$ cat src/rtl/rom_arbiter.sv
// Two-master arbiter in front of the single-port synchronous BASIC ROM.
// Grants are combinational; read data comes back from the ROM one cycle after the grant.
module rom_arbiter #(
  parameter int ROUND_ROBIN  = 0,
  parameter int STARVE_LIMIT = 4
) (
  input  logic        clk,
  input  logic        rst,
  input  logic        cpu_req,
  input  logic [11:0] cpu_addr,
  output logic        cpu_gnt,
  output logic        cpu_rvalid,
  output logic [7:0]  cpu_rdata,
  input  logic        aux_req,
  input  logic [11:0] aux_addr,
  output logic        aux_gnt,
  output logic        aux_rvalid,
  output logic [7:0]  aux_rdata,
  output logic [11:0] rom_addr,
  input  logic [7:0]  rom_dout
);

  localparam logic [3:0] LIMIT = 4'(STARVE_LIMIT);

  logic [3:0] wait_cnt_q, wait_cnt_d;
  logic       last_q, last_d;
  logic       cpu_rvalid_q, aux_rvalid_q;
  logic       cpu_win, aux_win;

  // Winner selection: a lone requester always wins; contention resolved by mode
  always_comb begin
    cpu_win = 1'b0;
    aux_win = 1'b0;
    if (!rst) begin
      if (cpu_req && !aux_req) begin
        cpu_win = 1'b1;
      end else if (aux_req && !cpu_req) begin
        aux_win = 1'b1;
      end else if (cpu_req && aux_req) begin
        if (ROUND_ROBIN != 0) begin
          if (last_q) cpu_win = 1'b1;
          else        aux_win = 1'b1;
        end else if (wait_cnt_q == LIMIT) begin
          aux_win = 1'b1;
        end else begin
          cpu_win = 1'b1;
        end
      end
    end
  end

  always_comb begin
    wait_cnt_d = wait_cnt_q;
    last_d     = last_q;
    if (ROUND_ROBIN != 0) begin
      wait_cnt_d = 4'd0;
      if (cpu_win)      last_d = 1'b0;
      else if (aux_win) last_d = 1'b1;
    end else if (!aux_req || aux_win) begin
      wait_cnt_d = 4'd0;
    end else if (wait_cnt_q != LIMIT) begin
      wait_cnt_d = wait_cnt_q + 4'd1;
    end
  end

  always_ff @(posedge clk) begin
    if (rst) begin
      wait_cnt_q   <= 4'd0;
      last_q       <= 1'b1;
      cpu_rvalid_q <= 1'b0;
      aux_rvalid_q <= 1'b0;
    end else begin
      wait_cnt_q   <= wait_cnt_d;
      last_q       <= last_d;
      cpu_rvalid_q <= cpu_win;
      aux_rvalid_q <= aux_win;
    end
  end

  // Strobes are masked during reset so a read in flight when rst rises is discarded
  always_comb begin
    cpu_gnt    = cpu_win;
    aux_gnt    = aux_win;
    rom_addr   = aux_win ? aux_addr : cpu_addr;
    cpu_rvalid = cpu_rvalid_q & ~rst;
    aux_rvalid = aux_rvalid_q & ~rst;
    cpu_rdata  = rom_dout;
    aux_rdata  = rom_dout;
  end

endmodule

$ cat config.mk
export PLATFORM = sky130hd
export DESIGN_NAME = rom_arbiter
export DESIGN_NICKNAME = d
export VERILOG_FILES = /design/src/rtl/rom_arbiter.sv
export SDC_FILE = /design/constraint.sdc
export NUM_CORES = 1
export LEC_CHECK = 0
export ABC_CLOCK_PERIOD_IN_PS = 1800
export BUFFER_PORTS_ARGS = -buffer_cell sky130_fd_sc_hd__buf_2
export CAP_MARGIN = 20
export CORE_MARGIN = 5
export CORE_UTILIZATION = 24
export DETAILED_ROUTE_END_ITERATION = 10
export GPL_TIMING_DRIVEN = 0
export REMOVE_ABC_BUFFERS = 1
export SLEW_MARGIN = 10
export SYNTH_ARGS = -nofsm -noshare
export SYNTH_HDL_FRONTEND = slang
export SYNTH_SLANG_ARGS = --single-unit
$ cat constraint.sdc
create_clock -name clk -period 1.8 [get_ports clk]
set_input_delay 0.18 -clock clk [delete_from_list [all_inputs] [get_ports clk]]
set_output_delay 0.18 -clock clk [all_outputs]
set_load 0.01 [all_outputs]
==> results of run 1 <==
placed cells by master (no fill, tap or decap), types with 2 or more instances in the layout:
cell / Yosys / layout
and2b_1: 2 / 2
nor3_1: 3 / 3
nor3b_1: 3 / 3
mux2_4: 9 / 12
inv_1: 4 / 2
buf_4: 16 / 4
nor2_1: 2 / 2
dfxtp_1: 6 / 4
inv_2: 0 / 2
buf_6: 0 / 12
buf_2: 0 / 31
dfxtp_2: 0 / 2
clkbuf_4: 0 / 3
critical path, stage by stage (launching register included):
cell,delay [ns]
dfxtp_2,0.32
inv_2,0.06
ha_4,0.15
nand3b_4,0.09
a21oi_4,0.19
clkbuf_16,0.18
mux2_4,0.30
buf_6,0.12
flip-flops by register name, indices dropped and copies added (netlist names):
| register | count |
|---|---|
| wait_cnt_q | 4 |
| aux_rvalid_q | 1 |
| cpu_rvalid_q | 1 |
logic make-up (layout without fill, tap and decap cells):
logic type / Yosys count / count (layout)
buf+inv: 21 / 56
simple gates: 14 / 14
fa+ha+maj: 2 / 2
xor+xnor: 1 / 1
mux: 13 / 13
compound gates: 2 / 2
flops: 6 / 6
power breakdown:
group	switching (µW)	internal, µW	total (µW)
sequential	1.32	137	138
combinational	56.0	101	157
clock	47.8	75.4	123
total	105	314	419
routing by layer:
layer / part of all wire (%) / up-vias / track usage, %
met4: 0 / 0 / 3.80
met1: 34 / 229 / 8.42
li1: - / 253 / -
met2: 51 / 49 / 15.0
met3: 15 / 0 / 7.34
met5: 0 / - / 0
final cells by class:
class,count,share of cell area [%]
well taps,30,4.09
multi-input cells,32,38.7
inverters,4,1.63
repair buffers,49,39.8
clock buffers,3,2.45
flip-flops and latches,6,13.4
metrics by stage:
stage | power, µW | instances
CTS | 430 | 123
floorplan | 200 | 42
global placement | 254 | 115
finish | 419 | 124
global route | 454 | 124
detailed placement | 256 | 115
how the worst min path moves through the flow:
stage / endpoint / slack (ns) / cells past startpoint
after CTS: cpu_rvalid_q / 0.14 / 2
after global routing: cpu_rvalid_q / 0.15 / 2
after floorplan: cpu_rvalid_q / 0.26 / 1
after global placement: aux_rdata[6] / 0.36 / 0
final: cpu_rvalid_q / 0.15 / 2
after detailed placement: aux_rdata[6] / 0.36 / 0
what timing repair did:
action	in CTS	in global routing
pin swaps	2	0
gates resized for setup	22	1
setup buffers	4	1
cloned	1	0
setup endpoints to repair	13	12
==> impl_metrics.py, run 1 <==
metrics = {
    "run_status": {
        "status": "finished with violations",
        "failed_checks": "negative setup slack",
    },
    "routing": {
        "drc": 0,
        "via_per_inst": 4.28,
        "postRouteAntennaNets": 0,
        "avgRoutedWirePerCell_um": 12.2,
        "wirelength_um": 1520,
        "drt_iter0_drc": 3,
        "drt-pass1-iter-count": 2,
        "routed-via-count": 531,
    },
    "die": {
        "core_area_um2": 2450,
        "rows": 18,
        "die_y_um": 60.3,
        "dieArea_um2": 3630,
        "io_pins": 68,
        "die_w_um": 60.3,
        "start_util_pct": 24.7,
    },
    "grt": {
        "first_global_vias": 625,
        "gr-total-overflow": 0,
        "gr-usage-all-layers_pct": 9.19,
        "grt_pass1_wl_um": 2530,
        "grt_start_max_net_pins": 8,
        "antenna_found_initial": 0,
    },
    "synth": {
        "synthTopCellsByArea": "mux2_4, dfxtp_1, buf_4",
        "synthXorXnorAreaFrac_pct": 1.44,
        "ys_seq_area_share_pct": 19.8,
        "syn_inst": 59,
        "synthMuxAreaShare_pct": 29.5,
        "yosysTopAreaCellShare_pct": 22.3,
        "netlist_top_cells_count": "buf_4, mux2_4, dfxtp_1",
        "synth_flop_cell": "dfxtp_1",
        "ys_seq_elements": 6,
        "synth_most_common_cell": "buf_4",
        "synth_top_family_by_area": "multiplexers",
        "synth_async_sr_flop_share_pct": 0,
        "synth_compound_area_share_pct": 3.51,
        "yosys.area_share.simple_pct": 16.1,
        "synth_cell_type_count": 19,
        "netlist_area_um2": 607,
        "synth_edf_count": 0,
        "synth_fa_ha_area_share_pct": 4.12,
        "yosysTopAreaCell": "mux2_4",
        "syn_avg_cell_area_um2": 10.3,
        "yosysWarnings": 0,
    },
    "worst_setup_path": {
        "r2r-start": "wait_cnt_q[1]",
        "critPathLaunch": "wait_cnt_q[1]",
        "rr_worst_depth": 7,
        "worstPathRequired_ns": 1.62,
        "start_kind": "flip-flop",
        "cp.arrival_ns": 1.65,
        "cp-endpoint": "rom_addr[4]",
        "r2r-end": "cpu_rvalid_q",
        "worstSetupPathType": "reg -> out",
        "rrSetupSlack_ns": 0.63,
        "path_max_fanout": 6,
        "endpoint_kind": "output port",
    },
    "sta": {
        "tightest_slew_ns": 0.188,
        "period_needed_ns": 1.83,
        "final_hold_viol_count": 0,
        "maxSlewHeadroom_pct": 87.4,
        "setup_ws_ns": -0.0289,
        "finalClockSkew_ns": 0.000893,
        "whs_ns": 0.149,
        "drv_slew": 0,
        "timing.fmax_mhz": 547,
        "grt_setup_unrepaired": "yes",
        "setup_viol_count_final": 12,
        "period_share_pct": 102,
        "setup-tns-final_ns": -0.188,
    },
    "clocking": {
        "clock_sinks": 6,
        "cts_inserted_buffers": 3,
        "htree_levels": 1,
        "cts_max_path_buffers": 2,
        "clkTransAtPathRegs_ns": 0.04,
        "cts_tree": "done",
        "ctsHoldBuffers": 0,
        "clk-insertion-delay-late_ns": 0.24,
        "cts_root_buf": "clkbuf_4",
    },
    "place": {
        "io_buffers": 43,
        "pre_cts_slack_ns": -0.122,
        "globalplace.congestion": 0.663,
        "place_area_um2": 719,
        "dpl.hpwl_um": 1160,
    },
    "power": {
        "power_density_nw_per_um2": 456,
        "p_leak_uw": 0.000466,
        "peakVddDrop_uv": 366,
    },
    "run": {
        "maxCapViolCount": 0,
    },
    "worst_hold_path": {
        "min_path_type": "in -> reg",
        "hp-start": "rst",
    },
    "cells_and_area": {
        "n_fill_cell": 239,
        "nets": 134,
        "design_area_um2": 918,
        "syn_to_final_growth_pct": 51.3,
        "drive_gt1_share_pct": 76.6,
        "ff_latch_area_um2": 123,
        "multiInputGateArea_um2": 355,
        "final_util_pct": 37.4,
        "antennaDiodeCount": 0,
    },
}
(Power assumes the default switching activity.)
==> run 2, diff against run 1 <==
--- a/config.mk
+++ b/config.mk
@@ -5,7 +5,7 @@
 export SDC_FILE = /design/constraint.sdc
 export NUM_CORES = 1
 export LEC_CHECK = 0
-export ABC_CLOCK_PERIOD_IN_PS = 1800
+export ABC_CLOCK_PERIOD_IN_PS = 1700
 export BUFFER_PORTS_ARGS = -buffer_cell sky130_fd_sc_hd__buf_2
 export CAP_MARGIN = 20
 export CORE_MARGIN = 5
==> constraint.sdc (replaced) <==
create_clock -name clk -period 1.7 [get_ports clk]
set_input_delay 0.17 -clock clk [delete_from_list [all_inputs] [get_ports clk]]
set_output_delay 0.17 -clock clk [all_outputs]
set_load 0.01 [all_outputs]
==> run 2 against run 1 <==
Net effect:
- the run still ends with negative setup slack left
- sequential power rose by 6%
- clock skew did not move
- worst hold slack got worse by 0.010 ns
- first-iteration DRC count did not move
- worst setup slack got worse by 0.090 ns
- total power rose by 5.9%
==> impl_metrics.py, run 2 (synthesis results as in run 1) <==
metrics = {
    "worst_setup_path": {
        "r2r-start": "wait_cnt_q[1]",
        "path_buf_inv": 3,
        "path_cells": "inv_2 -> ha_4 -> nand3b_4 -> a21oi_4 -> clkbuf_16 -> mux2_4 -> buf_6",
        "r2r-end": "cpu_rvalid_q",
        "cp_top_family": "buffers and inverters",
        "crit_cells": 7,
        "slowest_delay_ns": 0.32,
        "rr_worst_depth": 7,
        "start_kind": "flip-flop",
        "worstSetupPathType": "reg -> out",
        "slowest_stage": "dfxtp_2",
        "endpoint_kind": "output port",
        "path_max_fanout": 6,
        "rrSetupSlack_ns": 0.53,
        "cp.arrival_ns": 1.65,
        "critPathLaunch": "wait_cnt_q[1]",
        "cp-endpoint": "rom_addr[4]",
        "worstPathRequired_ns": 1.53,
    },
    "sta": {
        "setup_ws_ns": -0.119,
        "tightest_slew_ns": 0.188,
        "maxSlewHeadroom_pct": 87.4,
        "drv_slew": 0,
        "finalClockSkew_ns": 0.000893,
        "period_share_pct": 107,
        "whs_ns": 0.139,
        "final_hold_viol_count": 0,
        "setup_viol_count_final": 12,
        "grt_setup_unrepaired": "yes",
        "period_needed_ns": 1.82,
        "timing.fmax_mhz": 550,
    },
    "cells_and_area": {
        "ff_latch_area_um2": 123,
        "largest_reg_flops": 4,
        "nets": 134,
        "reg_top3": "wait_cnt_q x4, aux_rvalid_q x1, cpu_rvalid_q x1",
        "syn_to_final_growth_pct": 51.3,
        "drive_gt1_share_pct": 76.6,
        "antennaDiodeCount": 0,
        "regMostFlops": "wait_cnt_q",
        "design_area_um2": 918,
        "n_fill_cell": 239,
        "final_cell_mix": "buf_2, mux2_4, buf_6",
        "multiInputGateArea_um2": 355,
        "final_common_cell": "buf_2",
        "final_util_pct": 37.4,
    },
    "clocking": {
        "cts_tree": "done",
        "cts_max_path_buffers": 2,
        "clk-insertion-delay-late_ns": 0.24,
        "ctsHoldBuffers": 0,
        "cts_root_buf": "clkbuf_4",
        "clkTransAtPathRegs_ns": 0.04,
        "htree_levels": 1,
        "cts_inserted_buffers": 3,
        "clock_sinks": 6,
    },
    "run_status": {
        "failed_checks": "negative setup slack",
        "status": "finished with violations",
    },
    "die": {
        "io_pins": 68,
        "die_w_um": 60.3,
        "core_area_um2": 2450,
        "start_util_pct": 24.7,
        "dieArea_um2": 3630,
        "rows": 18,
        "die_y_um": 60.3,
    },
    "grt": {
        "grt_start_max_net_pins": 8,
        "grt_pass1_wl_um": 2530,
        "first_global_vias": 625,
        "gr-total-overflow": 0,
        "gr-usage-all-layers_pct": 9.19,
        "antenna_found_initial": 0,
    },
    "run": {
        "maxCapViolCount": 0,
    },
    "power": {
        "power_density_nw_per_um2": 483,
        "p_leak_uw": 0.000466,
        "peakVddDrop_uv": 388,
    },
    "routing": {
        "via_per_inst": 4.28,
        "routed-via-count": 531,
        "postRouteAntennaNets": 0,
        "wirelength_um": 1520,
        "drt_iter0_drc": 3,
        "avgRoutedWirePerCell_um": 12.2,
        "drt-pass1-iter-count": 2,
        "drc": 0,
    },
    "place": {
        "place_area_um2": 719,
        "io_buffers": 43,
        "globalplace.congestion": 0.663,
        "dpl.hpwl_um": 1160,
    },
    "worst_hold_path": {
        "min_path_type": "in -> reg",
    },
}
==> run 2: cell counts in the layout (fill, tap and decap cells not counted) <==
Identical to the previous run, type by type.
==> run 2: final cells by class <==
cell class                 instances  area share (%)
clock buffer                       3            2.45
timing repair buffer              49            39.8
inverter                           4            1.63
sequential                         6            13.4
tap                               30            4.09
multi-input combinational         32            38.7
==> run 2: power by group <==
| part | internal, µW | switching [µW] |
|---|---|---|
| sequential | 145 | 1.40 |
| clock | 79.8 | 50.6 |
| combinational | 107 | 59.3 |
==> run 2: routing by layer <==
metal | routed length [µm] | part of all wire [%] | global-route usage [%]
met1 | 511 | 34 | 8.42
met2 | 774 | 51 | 15.0
met3 | 230 | 15 | 7.34
met4 | 0 | 0 | 3.80
met5 | 0 | 0 | 0
==> run 2: how the worst min path moves through the flow <==
stage / startpoint / to / slack [ns] / cells after the start
6_report: rst / cpu_rvalid_q / 0.14 / 2
5_1_grt: rst / cpu_rvalid_q / 0.14 / 2
4_1_cts: rst / cpu_rvalid_q / 0.13 / 2
3_5_place_dp: rom_dout[6] / aux_rdata[6] / 0.34 / 0
3_3_place_gp: rom_dout[6] / aux_rdata[6] / 0.34 / 0
2_1_floorplan: rst / cpu_rvalid_q / 0.25 / 1
==> run 2: through the flow <==
step	cells	TNS (ns)	power [µW]	setup WS, ns
6_report	124	-1.27	443	-0.119
3_5_place_dp	115	-2.04	272	-0.212
5_1_grt	124	-2.21	481	-0.199
2_1_floorplan	42	-0.00312	212	-0.00104
4_1_cts	123	-2.03	455	-0.181
3_3_place_gp	115	-1.49	268	-0.157
==> run 2: repair_timing <==
item,in CTS,in global routing
pin swaps,2,0
gates resized for setup,22,1
gates cloned,1,0
setup buffers,4,1
endpoints found under the setup margin,13,12
==> run 3, diff against run 2 <==
--- a/config.mk
+++ b/config.mk
@@ -6,7 +6,7 @@
 export NUM_CORES = 1
 export LEC_CHECK = 0
 export ABC_CLOCK_PERIOD_IN_PS = 1700
-export BUFFER_PORTS_ARGS = -buffer_cell sky130_fd_sc_hd__buf_2
+export BUFFER_PORTS_ARGS = -buffer_cell sky130_fd_sc_hd__buf_4
 export CAP_MARGIN = 20
 export CORE_MARGIN = 5
 export CORE_UTILIZATION = 24
==> run 3 against run 2 <==
Net effect:
- the flow still finishes with violations (negative setup slack)
- die area stayed put
- highest routed layer is now met4
- count of clock-buffer cells in the layout stayed put
- fmax is 0.34% lower
- critical endpoint is now rom_addr[11]
- core utilization is 2.3 points higher
- global-route usage is 0.54 points higher
- final area is 6.3% higher
==> impl_metrics.py, run 3 (synthesis results as in run 1) <==
metrics = {
    "run_status": {
        "status": "finished with violations",
        "failed_checks": "negative setup slack",
    },
    "sta": {
        "setup_ws_ns": -0.125,
        "drv_slew": 0,
        "setup-tns-final_ns": -1.32,
        "timing.fmax_mhz": 548,
        "whs_ns": 0.114,
        "period_share_pct": 107,
        "setup_viol_count_final": 12,
        "finalClockSkew_ns": 0.00298,
        "period_needed_ns": 1.83,
        "tightest_slew_ns": 0.182,
        "final_hold_viol_count": 0,
        "grt_setup_unrepaired": "yes",
        "maxSlewHeadroom_pct": 87.8,
    },
    "clocking": {
        "ctsHoldBuffers": 0,
        "cts_inserted_buffers": 3,
        "clkTransAtPathRegs_ns": 0.05,
        "htree_levels": 1,
        "clock_sinks": 6,
        "cts_max_path_buffers": 2,
        "clk-insertion-delay-late_ns": 0.25,
        "cts_tree": "done",
        "cts_root_buf": "clkbuf_4",
    },
    "grt": {
        "grt_busiest_layer": "met2",
        "first_global_vias": 597,
        "gr-usage-met1_pct": 7.80,
        "gr-total-overflow": 0,
        "use_met2_pct": 15.6,
        "antenna_found_initial": 0,
        "grt_start_max_net_pins": 8,
        "use_met3_pct": 9.50,
        "grt_pass1_wl_um": 2550,
        "gr-usage-all-layers_pct": 9.73,
    },
    "place": {
        "globalplace.congestion": 0.616,
        "io_buffers": 43,
    },
    "die": {
        "die_y_um": 60.3,
        "start_util_pct": 24.7,
        "die_w_um": 60.3,
        "rows": 18,
        "dieArea_um2": 3630,
        "io_pins": 68,
        "core_area_um2": 2450,
    },
    "routing": {
        "drt-pass1-iter-count": 4,
        "via_per_inst": 4.34,
        "avgRoutedWirePerCell_um": 12.9,
        "drc": 0,
        "wirelength_um": 1620,
        "postRouteAntennaNets": 0,
        "drt_iter0_drc": 3,
        "routed-via-count": 547,
    },
    "cells_and_area": {
        "final_cell_mix": "buf_4, buf_6, mux2_4",
        "antennaDiodeCount": 0,
        "regMostFlops": "wait_cnt_q",
        "largest_reg_flops": 4,
        "reg_top3": "wait_cnt_q x4, aux_rvalid_q x1, cpu_rvalid_q x1",
        "nets": 136,
        "final_common_cell": "buf_4",
        "drive_gt1_share_pct": 78.1,
        "syn_to_final_growth_pct": 60.8,
    },
    "worst_setup_path": {
        "path_buf_inv": 3,
        "cp_top_family": "buffers and inverters",
        "worstPathRequired_ns": 1.53,
        "endpoint_kind": "output port",
        "path_max_fanout": 3,
        "slowest_delay_ns": 0.32,
        "rrSetupSlack_ns": 0.53,
        "cp.arrival_ns": 1.66,
        "slowest_stage": "dfxtp_2",
        "crit_top_cell": "buf_4",
        "path_cells": "inv_2 -> ha_4 -> nand3b_4 -> a21oi_4 -> buf_4 -> mux2_2 -> buf_4",
        "worstSetupPathType": "reg -> out",
        "start_kind": "flip-flop",
    },
    "worst_hold_path": {
        "min_path_type": "in -> reg",
    },
    "run": {
        "maxCapViolCount": 0,
    },
    "power": {
        "p_leak_uw": 0.000483,
        "power_density_nw_per_um2": 474,
        "peakVddDrop_uv": 265,
    },
}
[run 3: cell count changes in the layout (fill, tap and decap cells not counted)]
cell       change
buf_4         +35
nor2_1         -1
mux2_2         +2
clkbuf_16      -1
buf_2         -31
nor2_2         +1
buf_12         -1
mux2_4         -2
[run 3: stage by stage]
| step | utilization (%) | setup slack, ns | power [µW] | std cells | cell area (µm²) |
|---|---|---|---|---|---|
| after global placement | 33.7 | -0.194 | 300 | 115 | 827 |
| after global routing | 39.8 | -0.202 | 493 | 126 | 976 |
| after floorplan | - | -0.00104 | 212 | 42 | 467 |
| after CTS | 39.0 | -0.130 | 473 | 124 | 958 |
| after detailed placement | 33.7 | -0.248 | 304 | 115 | 827 |
| final | 39.8 | -0.125 | 463 | 126 | 976 |
[run 3: worst paths after layout]
| check | start | end | depth (start not counted) |
|---|---|---|---|
| setup / recovery | wait_cnt_q[1] | rom_addr[11] | 7 |
| hold / removal | rst | cpu_rvalid_q | 2 |
| setup reg to reg | wait_cnt_q[1] | wait_cnt_q[2] | 7 |
| hold reg to reg | wait_cnt_q[0] | wait_cnt_q[0] | 2 |
[run 3: cell type report]
type,count,area (µm²)
Multi-Input combinational cell,32,350
Tap cell,30,37.5
Timing Repair Buffer,51,428
Sequential cell,6,123
Clock buffer,3,22.5
Fill cell,226,1480
Inverter,4,15.0
[run 3: power breakdown]
group | leakage (µW) | total [µW] | switching, µW | internal (µW)
Combinational | 0.000420 | 181 | 59.6 | 121
Sequential | 0.0000498 | 146 | 1.20 | 145
Clock | 0.0000138 | 136 | 56.0 | 80.2
Total | 0.000483 | 463 | 117 | 346
[run 3: worst register-to-register path, cell delays in order (launching register included)]
cell and delay (ns):
dfxtp_2 0.33, inv_2 0.04, ha_4 0.16, nand3b_4 0.08, buf_4 0.10, buf_4 0.11, nand2_1 0.08, nor3_1 0.19
[run 3: layer usage]
metal	part of all wire, %	vias to the layer above
met2	51	53
met1	29	237
met4	1.7	0
met3	18	2
li1	-	255
met5	0	-
[run 3: what timing repair did]
item,4_1_cts,5_1_grt
endpoints found under the hold margin,0,0
setup buffers,6,2
pin swaps,2,0
endpoints found under the setup margin,13,12
gates resized for setup,19,1
